<file path="src/rtl/hazard_scoreboard_pkg.sv">
// Shared types and constants for the execute-stage hazard scoreboard.
package hazard_scoreboard_pkg;

    localparam int REG_AW_DEF = 5;

    // Forward-select encoding: 0 = register file, k+1 = stage k.
    localparam int FWD_SEL_RF = 0;

    typedef enum logic [1:0] {
        ST_RUN   = 2'd0,
        ST_FLUSH = 2'd1,
        ST_FENCE = 2'd2
    } hs_state_e;

    function automatic int fwd_sel_stage(input int k);
        return k + 1;
    endfunction

endpackage

</file>
<file path="src/rtl/hazard_scoreboard_fwd_mux_sel.sv">
// Priority match of one source register against all forwarding stages.
module fwd_mux_sel
    import hazard_scoreboard_pkg::*;
#(
    parameter int NUM_STAGES = 2,
    parameter int REG_AW     = REG_AW_DEF,
    parameter int FWD_W      = 2
) (
    input  logic                         en,
    input  logic [REG_AW-1:0]            rs,
    input  logic [NUM_STAGES-1:0]        stg_reg_wr,
    input  logic [NUM_STAGES*REG_AW-1:0] stg_rd,
    output logic [FWD_W-1:0]             sel
);

    // Walk from the oldest stage down so the youngest match wins.
    always_comb begin
        sel = FWD_W'(FWD_SEL_RF);
        for (int k = NUM_STAGES - 1; k >= 0; k--) begin
            if (en && (rs != '0) && stg_reg_wr[k] &&
                (stg_rd[k*REG_AW +: REG_AW] == rs)) begin
                sel = FWD_W'(fwd_sel_stage(k));
            end
        end
    end

endmodule

</file>
<file path="src/rtl/hazard_scoreboard.sv">
// Execute-stage hazard unit: forwarding select, load-use and long-op
// scoreboard stalls, branch flush and fence sequencing.
module hazard_scoreboard
    import hazard_scoreboard_pkg::*;
#(
    parameter  int NUM_FWD_STAGES = 2,
    parameter  int REG_AW         = REG_AW_DEF,
    parameter  int MAX_PENDING    = 4,
    parameter  int FLUSH_CYCLES   = 1,
    localparam int FWD_W          = $clog2(NUM_FWD_STAGES + 1),
    localparam int CNT_W          = $clog2(MAX_PENDING + 1)
) (
    input  logic                             clk,
    input  logic                             rst_n,
    input  logic [REG_AW-1:0]                ex_rs1,
    input  logic [REG_AW-1:0]                ex_rs2,
    input  logic [1:0]                       ex_rs_use,
    input  logic [NUM_FWD_STAGES-1:0]        stg_reg_wr,
    input  logic [NUM_FWD_STAGES*REG_AW-1:0] stg_rd,
    input  logic                             stg0_mem_read,
    input  logic                             long_issue,
    input  logic [REG_AW-1:0]                long_rd,
    input  logic                             long_done,
    input  logic [REG_AW-1:0]                long_done_rd,
    input  logic                             fence_req,
    input  logic                             br_taken,
    output logic [FWD_W-1:0]                 fwd_sel_1,
    output logic [FWD_W-1:0]                 fwd_sel_2,
    output logic                             stall,
    output logic                             flush,
    output logic [CNT_W-1:0]                 pending_cnt,
    output logic                             sb_overflow
);

    localparam int            NUM_REGS  = 2 ** REG_AW;
    localparam logic [2:0]    FC_RELOAD = 3'(FLUSH_CYCLES - 1);
    localparam logic [CNT_W-1:0] CNT_MAX = CNT_W'(MAX_PENDING);

    hs_state_e             state_q, state_d;
    logic [2:0]            fcnt_q, fcnt_d;
    logic [NUM_REGS-1:0]   pend_q, pend_d;
    logic [CNT_W-1:0]      cnt_q, cnt_d;
    logic                  ovf_q, ovf_d;

    logic [1:0]            use_eff;
    logic                  used1, used2;
    logic [REG_AW-1:0]     rd0;
    logic                  load_use, sb_hit, waw, full;
    logic                  fence_wait, flush_raw, stall_raw;
    logic                  issue_acc, done_vld;

    fwd_mux_sel #(
        .NUM_STAGES (NUM_FWD_STAGES),
        .REG_AW     (REG_AW),
        .FWD_W      (FWD_W)
    ) u_fwd1 (
        .en         (rst_n),
        .rs         (ex_rs1),
        .stg_reg_wr (stg_reg_wr),
        .stg_rd     (stg_rd),
        .sel        (fwd_sel_1)
    );

    fwd_mux_sel #(
        .NUM_STAGES (NUM_FWD_STAGES),
        .REG_AW     (REG_AW),
        .FWD_W      (FWD_W)
    ) u_fwd2 (
        .en         (rst_n),
        .rs         (ex_rs2),
        .stg_reg_wr (stg_reg_wr),
        .stg_rd     (stg_rd),
        .sel        (fwd_sel_2)
    );

    // Sources count as unused while reset is held.
    assign use_eff = rst_n ? ex_rs_use : 2'b00;
    assign used1   = use_eff[0] && (ex_rs1 != '0);
    assign used2   = use_eff[1] && (ex_rs2 != '0);
    assign rd0     = stg_rd[REG_AW-1:0];

    assign load_use = stg0_mem_read && stg_reg_wr[0] && (rd0 != '0) &&
                      ((used1 && (rd0 == ex_rs1)) ||
                       (used2 && (rd0 == ex_rs2)));
    assign sb_hit   = (used1 && pend_q[ex_rs1]) ||
                      (used2 && pend_q[ex_rs2]);
    assign waw      = long_issue && (long_rd != '0) && pend_q[long_rd];
    assign full     = long_issue && (long_rd != '0) && (cnt_q == CNT_MAX);

    always_comb begin
        state_d    = state_q;
        fcnt_d     = fcnt_q;
        fence_wait = 1'b0;
        flush_raw  = br_taken || (state_q == ST_FLUSH);
        unique case (state_q)
            ST_RUN: begin
                fence_wait = fence_req && (cnt_q != '0);
                if (br_taken) begin
                    if (FLUSH_CYCLES > 1) begin
                        state_d = ST_FLUSH;
                        fcnt_d  = FC_RELOAD;
                    end
                end else if (fence_wait) begin
                    state_d = ST_FENCE;
                end
            end
            ST_FLUSH: begin
                if (br_taken) begin
                    fcnt_d = FC_RELOAD;
                end else if (fcnt_q <= 3'd1) begin
                    state_d = ST_RUN;
                    fcnt_d  = 3'd0;
                end else begin
                    fcnt_d = fcnt_q - 3'd1;
                end
            end
            ST_FENCE: begin
                fence_wait = (cnt_q != '0);
                if (br_taken) begin
                    fcnt_d = 3'd0;
                    if (FLUSH_CYCLES > 1) begin
                        state_d = ST_FLUSH;
                        fcnt_d  = FC_RELOAD;
                    end else begin
                        state_d = ST_RUN;
                    end
                end else if (cnt_q == '0) begin
                    state_d = ST_RUN;
                end
            end
            default: begin
                state_d = ST_RUN;
                fcnt_d  = 3'd0;
            end
        endcase
    end

    assign stall_raw = !flush_raw &&
                       (load_use || sb_hit || waw || full || fence_wait);
    assign stall     = rst_n && stall_raw;
    assign flush     = rst_n && flush_raw;

    assign issue_acc = long_issue && (long_rd != '0) && !stall_raw && !flush_raw;
    assign done_vld  = long_done && (long_done_rd != '0) && pend_q[long_done_rd];

    // Clear before set so a same-register done+issue leaves the bit set.
    always_comb begin
        pend_d = pend_q;
        if (done_vld) pend_d[long_done_rd] = 1'b0;
        if (issue_acc) pend_d[long_rd] = 1'b1;
        cnt_d = cnt_q;
        if (issue_acc && !done_vld) cnt_d = cnt_q + CNT_W'(1);
        if (done_vld && !issue_acc) cnt_d = cnt_q - CNT_W'(1);
        ovf_d = ovf_q ||
                (issue_acc && !done_vld && (cnt_q == CNT_MAX)) ||
                (done_vld && !issue_acc && (cnt_q == '0));
    end

    always_ff @(posedge clk or negedge rst_n) begin
        if (!rst_n) begin
            state_q <= ST_RUN;
            fcnt_q  <= 3'd0;
            pend_q  <= '0;
            cnt_q   <= '0;
            ovf_q   <= 1'b0;
        end else begin
            state_q <= state_d;
            fcnt_q  <= fcnt_d;
            pend_q  <= pend_d;
            cnt_q   <= cnt_d;
            ovf_q   <= ovf_d;
        end
    end

    assign pending_cnt = cnt_q;
    assign sb_overflow = ovf_q;

endmodule
</file>
<file path="config.mk">
export PLATFORM = sky130hd
export DESIGN_NAME = hazard_scoreboard
export DESIGN_NICKNAME = d
export VERILOG_FILES = /design/src/rtl/hazard_scoreboard_pkg.sv /design/src/rtl/hazard_scoreboard_fwd_mux_sel.sv /design/src/rtl/hazard_scoreboard.sv
export SDC_FILE = /design/constraint.sdc
export NUM_CORES = 1
export LEC_CHECK = 0
export BUFFER_PORTS_ARGS = -buffer_cell sky130_fd_sc_hd__buf_2
export CORE_UTILIZATION = 35
export DETAILED_ROUTE_END_ITERATION = 16
export GPL_TIMING_DRIVEN = 0
export REMOVE_ABC_BUFFERS = 1
export SLEW_MARGIN = 25
export SYNTH_ARGS = -nofsm -noshare
export SYNTH_HDL_FRONTEND = slang
export SYNTH_SLANG_ARGS = --single-unit
</file>
<file path="constraint.sdc">
create_clock -name clk -period 5.7 [get_ports clk]
set_clock_uncertainty 0.1 [all_clocks]
set_input_delay 1.14 -clock clk [delete_from_list [all_inputs] [get_ports clk]]
set_output_delay 1.14 -clock clk [all_outputs]
set_load 0.05 [all_outputs]
</file>
---- Word-level counts from Yosys, hierarchy flattened ----
Index checks and enable logic that the tools add are counted.
cells by class
  $add $sub $neg .......................... 3
  order comparisons ....................... 7
  equality and inequality tests ........... 13
  mux-type cells .......................... 33
  bitwise gates (word level) .............. 4
  reductions and logical operators ........ 60
operator list
  cell                   number
  $mux W32               2
  $logic_and A1 B1 Y1    36
  $and A32 B32 Y32       1
  $not A32 Y32           1
  $or A32 B32 Y32        1
  $reduce_bool A5 Y1     5
  $lt A5 B6 Y1 const B   4
  $mux W2                11
  $bmux W1 S5            4
  $eq A5 B5 Y1           4
  $mux W3                5
  $demux W1 S5           2
  $ge A5 B1 Y1 const B   2
  $logic_or A1 B1 Y1     9
  $pmux W3 S3            1
  $ne A2 B2 Y1 const B   4
  $mux W1                6
  $pmux W2 S3            1
  $sub A3 B1 Y3 const B  2
  $reduce_and A5 Y1      1
  $logic_not A1 Y1       4
  $add A3 B1 Y3 const B  1
  $eq A3 B3 Y1 const B   1
  $le A3 B1 Y1 const B   1
  11 further kinds       11
word-level totals
  register bits ........................... 41
  input port bits ......................... 41
  output and inout bits ................... 10
  logic and storage cells ................. 125

---- Depth between registers and ports, before layout ----
Gate-level depths: netlist of the first run.
  depth after elaboration ................. 17
  depth in mapped cells ................... 15
  gate-level depth less buffers ........... 13

---- Hierarchy ----
A second synthesis of the first run with hierarchy kept.
unflattened totals
  cell total of the unflattened synthesis .. 381
  area total of the unflattened synthesis .. 3612.2 um^2
by module, submodules not included
  module             times used  cells an instance  area each (um^2)  sequential area each (um^2)
  hazard_scoreboard  1           345                3321.9            925.9
  fwd_mux_sel        2           18                 145.1             0.0

---- Worst setup path before layout of the first run ----
OpenSTA, ideal clock, no wires.
  kind .................................... input-to-output
  start ................................... in ex_rs2[0]
  end ..................................... out fwd_sel_2[1]
  arrival ................................. 3.109 ns
  data required time ...................... 4.460 ns
  slack ................................... 1.351 ns
  stages .................................. 6
  path buffers ............................ 2
  cells stage by stage .................... buf_6 -> buf_12 -> xor2_1 -> nor4_1 -> nand3_1 -> a211oi_1
between the ends
  cells in the longest elaborated chain, start to end .. 6
  elaborated cells between the ends (all ways) .. 10
  those cells by class .................... eq/ne: 2; mux: 2; reduce/logical: 6
RTL lines
  item                               RTL line                             source
  start: declaration                 hazard_scoreboard.sv:16              input logic [REG_AW-1:0] ex_rs2,
  $reduce_bool A5 Y1                 hazard_scoreboard_fwd_mux_sel.sv:20  if (en && (rs != '0) && stg_reg_wr[k] &&
  $logic_and A1 B1 Y1 (3 in series)  hazard_scoreboard_fwd_mux_sel.sv:20
  $mux W2                            hazard_scoreboard_fwd_mux_sel.sv:20
  $mux W2 (*)                        hazard_scoreboard_fwd_mux_sel.sv:20
  end: declaration                   hazard_scoreboard.sv:28              output logic [FWD_W-1:0] fwd_sel_2,
Mark *: on every way between the ends. The rest lies on a longest branch, timed or not.

---- Worst setup path in the final report of the first run ----
  start ................................... in ex_rs1[0]
  end ..................................... out stall
between the ends
  cells in the longest elaborated chain, start to end .. 11
  elaborated cells between the ends (all ways) .. 16
  those cells by class .................... eq/ne: 1; mux: 2; reduce/logical: 13
RTL lines
  item                                                                 RTL line                  source
  start: declaration                                                   hazard_scoreboard.sv:15   input logic [REG_AW-1:0] ex_rs1,
  parallel branches: the longest is 5 deep, another holds $bmux W1 S5  -
  $logic_or A1 B1 Y1 (*) (4 in series)                                 hazard_scoreboard.sv:139  (load_use || sb_hit || waw || full || fence_wait);
  $logic_and A1 B1 Y1 (*)                                              hazard_scoreboard.sv:138  assign stall_raw = !flush_raw &&
  $logic_and A1 B1 Y1 (*)                                              hazard_scoreboard.sv:140  assign stall = rst_n && stall_raw;
  end: declaration                                                     hazard_scoreboard.sv:29   output logic stall,
Every way passes the cells marked *. The select of a mux whose other input is x is not followed.

==> summary.md, run 1 <==
| Metric | Value |
|---|---|
| Initial antenna violation count | 0 |
| Seq/Total Area, Yosys | 24.3% |
| Final core utilization | 39.5% |
| Syn Inst Count | 399 |
| Crit path max fanout | 33 |
| HPWL after DPL | 7900 um |
| CP Launch Type | input port |
| RSZ-0062 raised after global routing | no |
| Async set-reset flop share out of synthesis | 100% |
| Hold Buf Count CTS | 0 |
| Hold Violations, Final | 0 |
| Share of cells above drive strength 1 | 30.6% |
| Worst setup path startpoint | ex_rs1[0] |
| Hold Crit Depth | 0 |
| First-pass GRT wire length | 17900 um |
| Unique masters post-synth | 56 |
| Count of pins over their slew limit | 0 |
| Die Area | 11300 sq um |
| Antenna diodes | 0 |
| Postcts setup bufs | 0 |
| GRT overflow | 0 |
| CTS tree | done |
| Reg2Reg Launch Point | pend_q[21]$_DFF_PN0_ |
| Worst path most repeated cell | buf_2 |
| Worst setup EP type | output pin |
| DR vias | 3333 |
| Post-CTS resize count | 0 |
| # setup viols final | 0 |
| Final critical-path share of the clock period | 87.0% |
| Tot Pwr | 1.25 mW |
| Setup_tns | 0 ps |
| Hold Startpoint | pend_q[0]$_DFF_PN0_ |
| Number of synthesized flops with an enable pin | 0 |
| Placeable Area | 10400 sq um |
| Area Growth Syn to Fin | 8.08% |
| Crit path kind | input port to output pin |
| DRC errors left | 0 |
| Die height | 106 um |
| Die X-Extent | 106 um |
| PwrDens | 304 nW/um^2 |
| Worst slew pin tran | 878 ps |
| Fmax | 0.202 GHz |
| Commonest non-fill, non-tap cell in the layout | buf_2 |
| PortBufs | 50 |
| Non-filler cells in the finished layout | 561 |
| I/O pin count | 51 |
| Syn avg cell area | 9.54 sq um |
| Final RePlAce weighted congestion | 0.834 |
| Clock buffer depth | 2 |
| Reg clk slew, reported paths | 80 ps |
| Peak VDD IR | 0.250 mV |
| Final period demand of the worst path | 4960 ps |
| Largest net degree at the start of global routing | 42 |
| Critical-path cell list | buf_2 -> mux4_2 -> o22ai_1 -> a311oi_1 -> o2111ai_4 -> o21ai_1 -> o211a_1 -> buf_2 |
| Routed wire length | 10900 um |
| FF+latch count, synth | 37 |
| Vias in the first global route | 3405 |
| Req. time, crit path | 4460 ps |
| Slowest CP cell | o2111ai_4 |
| ANT nets after route | 0 |
| Initial core utilization | 36.6% |
| Worst path max stage delay | 760 ps |
| H-tree Lvls | 2 |
| Clock sinks | 37 |
| Hold Path Class | register to register |
| Total CTS buffers | 5 |
| Worst-Skew Late Latency | 300 ps |
| LEAKAGE | 1.60 nW |
| Final #Nets | 469 |
| Leading cell types in the layout, fill and taps excluded | buf_2 (49), nor2_1 (44), dfrtp_1 (37), o21ai_0 (32), nand4_1 (31) |
| Post-synth top flop | dfrtp_1 |
| CP Buf/Inv Count | 2 |
| Warnings from Yosys | 0 |
| Initial DRT Pass Iterations | 4 |
| Rel. slew slack | 41.5% |
| CTS root buf | clkbuf_8 |
| Largest delay share family, worst path | compound AO/OA/AOI/OAI gates |
| FF-to-FF path depth | 13 |
| Total GRT Usage | 20.5% |
| Num rows | 37 |
| Cells after DPL | 553 |
| FF-to-FF End | pending_cnt[2]$_DFFE_PN0P_ |
| Reg2Reg Setup Slack | 1960 ps |
| Vias per cell | 5.94 |
| Outcome | complete, no violations |
| Critical Path AT | 3720 ps |
| Max-cap violation count | 0 |
| FILL cells | 1059 |
| Routed wire per std cell | 19.5 um |
| Initial drt markers | 266 |
| Cell area after synthesis | 3810 sq um |
| Worst hold endpoint | pend_q[0]$_DFF_PN0_ |
## routing by layer
metal | vias up | wire length, um | track usage, % | share of wire, %
met5 | - | 0 | 0 | 0
li1 | 1556 | - | - | -
met3 | 21 | 937 | 3.62 | 8.6
met1 | 1599 | 4620 | 27.4 | 42
met4 | 0 | 216 | 7.54 | 2.0
met2 | 157 | 5140 | 33.2 | 47
## Yosys cell counts, drive strengths merged (3+ instances only)
master   n  area [sq um]
nor2    46           175
ha       4          50.1
xnor2    9          78.8
nand2   14          52.6
mux2     4          45.0
mux4    22           495
nor4     3          33.8
clkbuf   8          30.0
or4      3          22.5
a32oi    3          26.3
nand2b   5          31.3
inv      7          26.3
or3      3          18.8
o22ai    3          18.8
mux2i   29           290
o21ai   69           458
buf     28           270
dfrtp   37           926
nand4   31           194
nand3    9          45.0
nor2b    3          18.8
nor3     4          20.0
and2     3          18.8
nand3b   9          67.6
xor2    15           131
## worst max path at each step
stage	to	slack, ps	depth (start not counted)
after global routing	stall	580	8
final	stall	740	8
after detailed placement	stall	730	8
after floorplan	stall	1220	6
after global placement	stall	220	7
after CTS	stall	710	7
## cells by family (layout without fill, tap and decap cells)
kind of cell / after synthesis / count (layout) / synth area share, %
XOR/XNOR: 24 / 24 / 5.52
buffers and inverters: 43 / 69 / 8.58
adder cells (fa/ha/maj): 4 / 4 / 1.31
flip-flops: 37 / 37 / 24.3
multiplexers: 55 / 55 / 21.8
AO/OA/AOI/OAI: 94 / 94 / 18.2
AND/OR/NAND/NOR: 142 / 142 / 20.2
## area by class of cell
| class | count | area (sq um) | share of cell area (%) |
|---|---|---|---|
| Multi-Input combinational cell | 319 | 2570 | 62.5 |
| Sequential cell | 37 | 926 | 22.5 |
| Timing Repair Buffer | 54 | 318 | 7.72 |
| Tap cell | 136 | 170 | 4.13 |
| Clock buffer | 7 | 96.3 | 2.34 |
| Inverter | 7 | 26.3 | 0.638 |
| Clock inverter | 1 | 5.00 | 0.122 |
## through the flow
step	setup WS [ps]	hold WS [ps]	cell area [sq um]
2_1_floorplan	1220	288	3510
3_3_place_gp	221	310	3930
3_5_place_dp	728	321	4010
4_1_cts	715	339	4110
5_1_grt	579	364	4120
6_report	740	340	4120
## registers in the layout, summed over array words and instances (netlist names)
register	flops
state_q	1
pending_cnt	3
sb_overflow	1
pend_q	32
## where the power goes
part	internal, mW	switching, mW
logic	0.254	0.348
registers	0.336	0.107
clock network	0.109	0.0975
total	0.699	0.553
No activity file was read; power rests on OpenSTA's default activity.
==> run 2, diff against run 1 <==
--- a/config.mk
+++ b/config.mk
@@ -5,6 +5,7 @@
 export SDC_FILE = /design/constraint.sdc
 export NUM_CORES = 1
 export LEC_CHECK = 0
+export ABC_AREA = 1
 export BUFFER_PORTS_ARGS = -buffer_cell sky130_fd_sc_hd__buf_2
 export CORE_UTILIZATION = 35
 export DETAILED_ROUTE_END_ITERATION = 16
==> summary.md, run 2 <==
| Metric | Value |
|---|---|
| Non-filler cells in the finished layout | 787 |
| Critical Path AT | 3750 ps |
| Setup_tns | 0 ps |
| HPWL after DPL | 8900 um |
| Flip-flop count of the largest register after layout | 32 |
| Final #Nets | 696 |
| Req. time, crit path | 4460 ps |
| Outcome | complete, no violations |
| Worst path max stage delay | 620 ps |
| Share of cells above drive strength 1 | 11.2% |
| RSZ-0062 raised after global routing | no |
| Number of synthesized flops with an enable pin | 0 |
| Final period demand of the worst path | 4990 ps |
| Final critical-path share of the clock period | 87.5% |
| Cells after DPL | 780 |
| Worst-Skew Late Latency | 300 ps |
| Number of cells on the critical path | 10 |
| Vias per cell | 5.60 |
| Num rows | 37 |
| Internal | 525 uW |
| Clock buffer depth | 2 |
| Hold Violations, Final | 0 |
| DRC errors left | 0 |
| PortBufs | 50 |
| Fmax | 0.200 GHz |
| Reg area | 926 sq um |
| CP Buf/Inv Count | 3 |
| Postcts setup bufs | 0 |
| Tot Pwr | 971 uW |
| Switching part of the total | 46.0% |
| Seq/Total Area, Yosys | 24.6% |
| Area share of the largest cell type after synthesis | 24.6% |
| Placeable Area | 10400 sq um |
| PwrDens | 236 nW/um^2 |
| Cell area after synthesis | 3760 sq um |
| Warnings from Yosys | 0 |
| Worst slew pin tran | 856 ps |
| PnR worst setup slack | 710 ps |
| Initial antenna violation count | 0 |
| Worst setup EP type | output pin |
| Initial core utilization | 36.2% |
| Comb power frac | 41.5% |
| Clock sinks | 37 |
| Rel. slew slack | 42.5% |
| FF+latch count, synth | 37 |
| Initial DRT Pass Iterations | 5 |
| ANT nets after route | 0 |
| Clock share of power | 20.4% |
| Vias in the first global route | 4108 |
| H-tree Lvls | 2 |
| CP Launch Type | input port |
| Post-synth top flop | dfrtp_1 |
| Sequential power share | 38.1% |
| Most numerous cell in the Yosys netlist | nand2_1 |
| Largest delay share family, worst path | buffers and inverters |
| Hold Path Class | register to register |
| Area Growth Syn to Fin | 9.46% |
| Syn Inst Count | 628 |
| Crit path max fanout | 33 |
| Hold Crit Depth | 1 |
| Slowest CP cell | nand3_2 |
| Unique masters post-synth | 36 |
| Final RePlAce weighted congestion | 0.893 |
| CTS tree | done |
| Post-synth top cells | nand2_1 (181), nor2_1 (64), inv_1 (63), nand3_1 (54), dfrtp_1 (37) |
| Routed wire length | 13000 um |
| Crit path kind | input port to output pin |
| Count of pins over their slew limit | 0 |
| Area occupied by multi-input gates | 2390 sq um |
| GRT overflow | 0 |
| Async set-reset flop share out of synthesis | 100% |
| Die X-Extent | 106 um |
| Critical-path cell list | buf_2 -> clkinv_1 -> a21oi_1 -> o21ai_0 -> nand3_1 -> nand3_1 -> nand3_1 -> nand3_2 -> a21oi_1 -> buf_2 |
| Peak VDD IR | 0.0936 mV |
| Top cells by area, synth | dfrtp_1 (25%), nand2_1 (18%), nand3_1 (7.2%), nor2_1 (6.4%), inv_1 (6.3%) |
| Initial drt markers | 401 |
| Syn avg cell area | 5.98 sq um |
| Setup slack at placement | 726 ps |
| I/O pin count | 51 |
| Routed wire per std cell | 16.5 um |
| Antenna diodes | 0 |
| Total GRT Usage | 23.9% |
| Max-cap violation count | 0 |
| FF-to-FF path depth | 20 |
| # setup viols final | 0 |
| Hold Buf Count CTS | 0 |
| FILL cells | 1146 |
| Die height | 106 um |
| Largest area contributor in the netlist | dfrtp_1 |
| Total CTS buffers | 5 |
| Top reg by flops | pend_q |
| Largest net degree at the start of global routing | 44 |
| DR vias | 4411 |
| CTS root buf | clkbuf_8 |
| First-pass GRT wire length | 21100 um |
| LEAKAGE | 2.05 nW |
| Post-CTS resize count | 0 |
| Worst path most repeated cell | nand3_1 |
| Net load switching power | 446 uW |
| Reg clk slew, reported paths | 70 ps |
| Leading cell types in the layout, fill and taps excluded | nand2_1 (181), inv_1 (63), nor2_1 (63), nand3_1 (53), buf_2 (49) |
| Commonest non-fill, non-tap cell in the layout | nand2_1 |
| Die Area | 11200 sq um |
==> run 2: cell types whose count changed after synthesis, moves of 9 or more <==
cell,change
nand2_1,+167
inv_1,+56
nand3_1,+45
o21ai_2,-30
mux2i_1,-29
mux4_2,-22
nor2_1,+19
a21oi_1,+17
nor3_1,+17
a22oi_1,+15
o21ai_1,+14
buf_2,+12
buf_6,-9
==> run 2: worst paths after layout <==
check                                      start                          to  slack [ps]
max reg2reg                  pend_q[9]$_DFF_PN0_  pending_cnt[2]$_DFFE_PN0P_        2060
min in group asynchronous                  rst_n      state_q[1]$_DFFE_PN0P_         730
min reg2reg                sb_overflow$_DFF_PN0_       sb_overflow$_DFF_PN0_         400
min                        sb_overflow$_DFF_PN0_       sb_overflow$_DFF_PN0_         400
max                                    ex_rs1[0]                       stall         710
max in group asynchronous                  rst_n         pend_q[6]$_DFF_PN0_        4370
==> run 2: layout make-up <==
class | instances | share of cell area, %
Clock buffer | 7 | 2.10
Inverter | 70 | 6.39
Sequential cell | 37 | 22.5
Tap cell | 136 | 4.14
Timing Repair Buffer | 51 | 6.63
Multi-Input combinational cell | 486 | 58.2
==> run 2: per-layer routing <==
metal  up-vias  track usage, %  part of all wire [%]  wire (um)
met2       220            38.7                    44       5710
met5         -               0                     0          0
met4         0            7.94                   2.2        280
li1       2114               -                     -          -
met1      2051            33.3                    46       5980
met3        26            2.47                   7.8       1010
==> run 2: cells by family after synthesis <==
logic type / after synthesis / synth area share (%)
fa+ha+maj: 4 / 1.33
simple gates: 367 / 43.0
buf+inv: 105 / 12.0
flops: 37 / 24.6
mux: 1 / 0.300
xor+xnor: 16 / 3.73
compound gates: 98 / 15.1
==> run 2: power by group through the flow <==
stage                     clock (mW)  sequential (mW)  combinational [mW]
after floorplan                    0            0.400               0.223
after global placement             0            0.370               0.387
after detailed placement           0            0.371               0.400
after CTS                      0.197            0.367               0.400
after global routing           0.209            0.376               0.448
final                          0.198            0.370               0.403
==> run 2: stage by stage <==
| stage | cell area, sq um | util (%) | hold WS (ps) |
|---|---|---|---|
| 3_5_place_dp | 4020 | 38.8 | 375 |
| 2_1_floorplan | 3570 | - | 309 |
| 6_report | 4110 | 39.7 | 397 |
| 4_1_cts | 4110 | 39.6 | 396 |
| 3_3_place_gp | 3990 | 38.5 | 372 |
| 5_1_grt | 4110 | 39.7 | 407 |
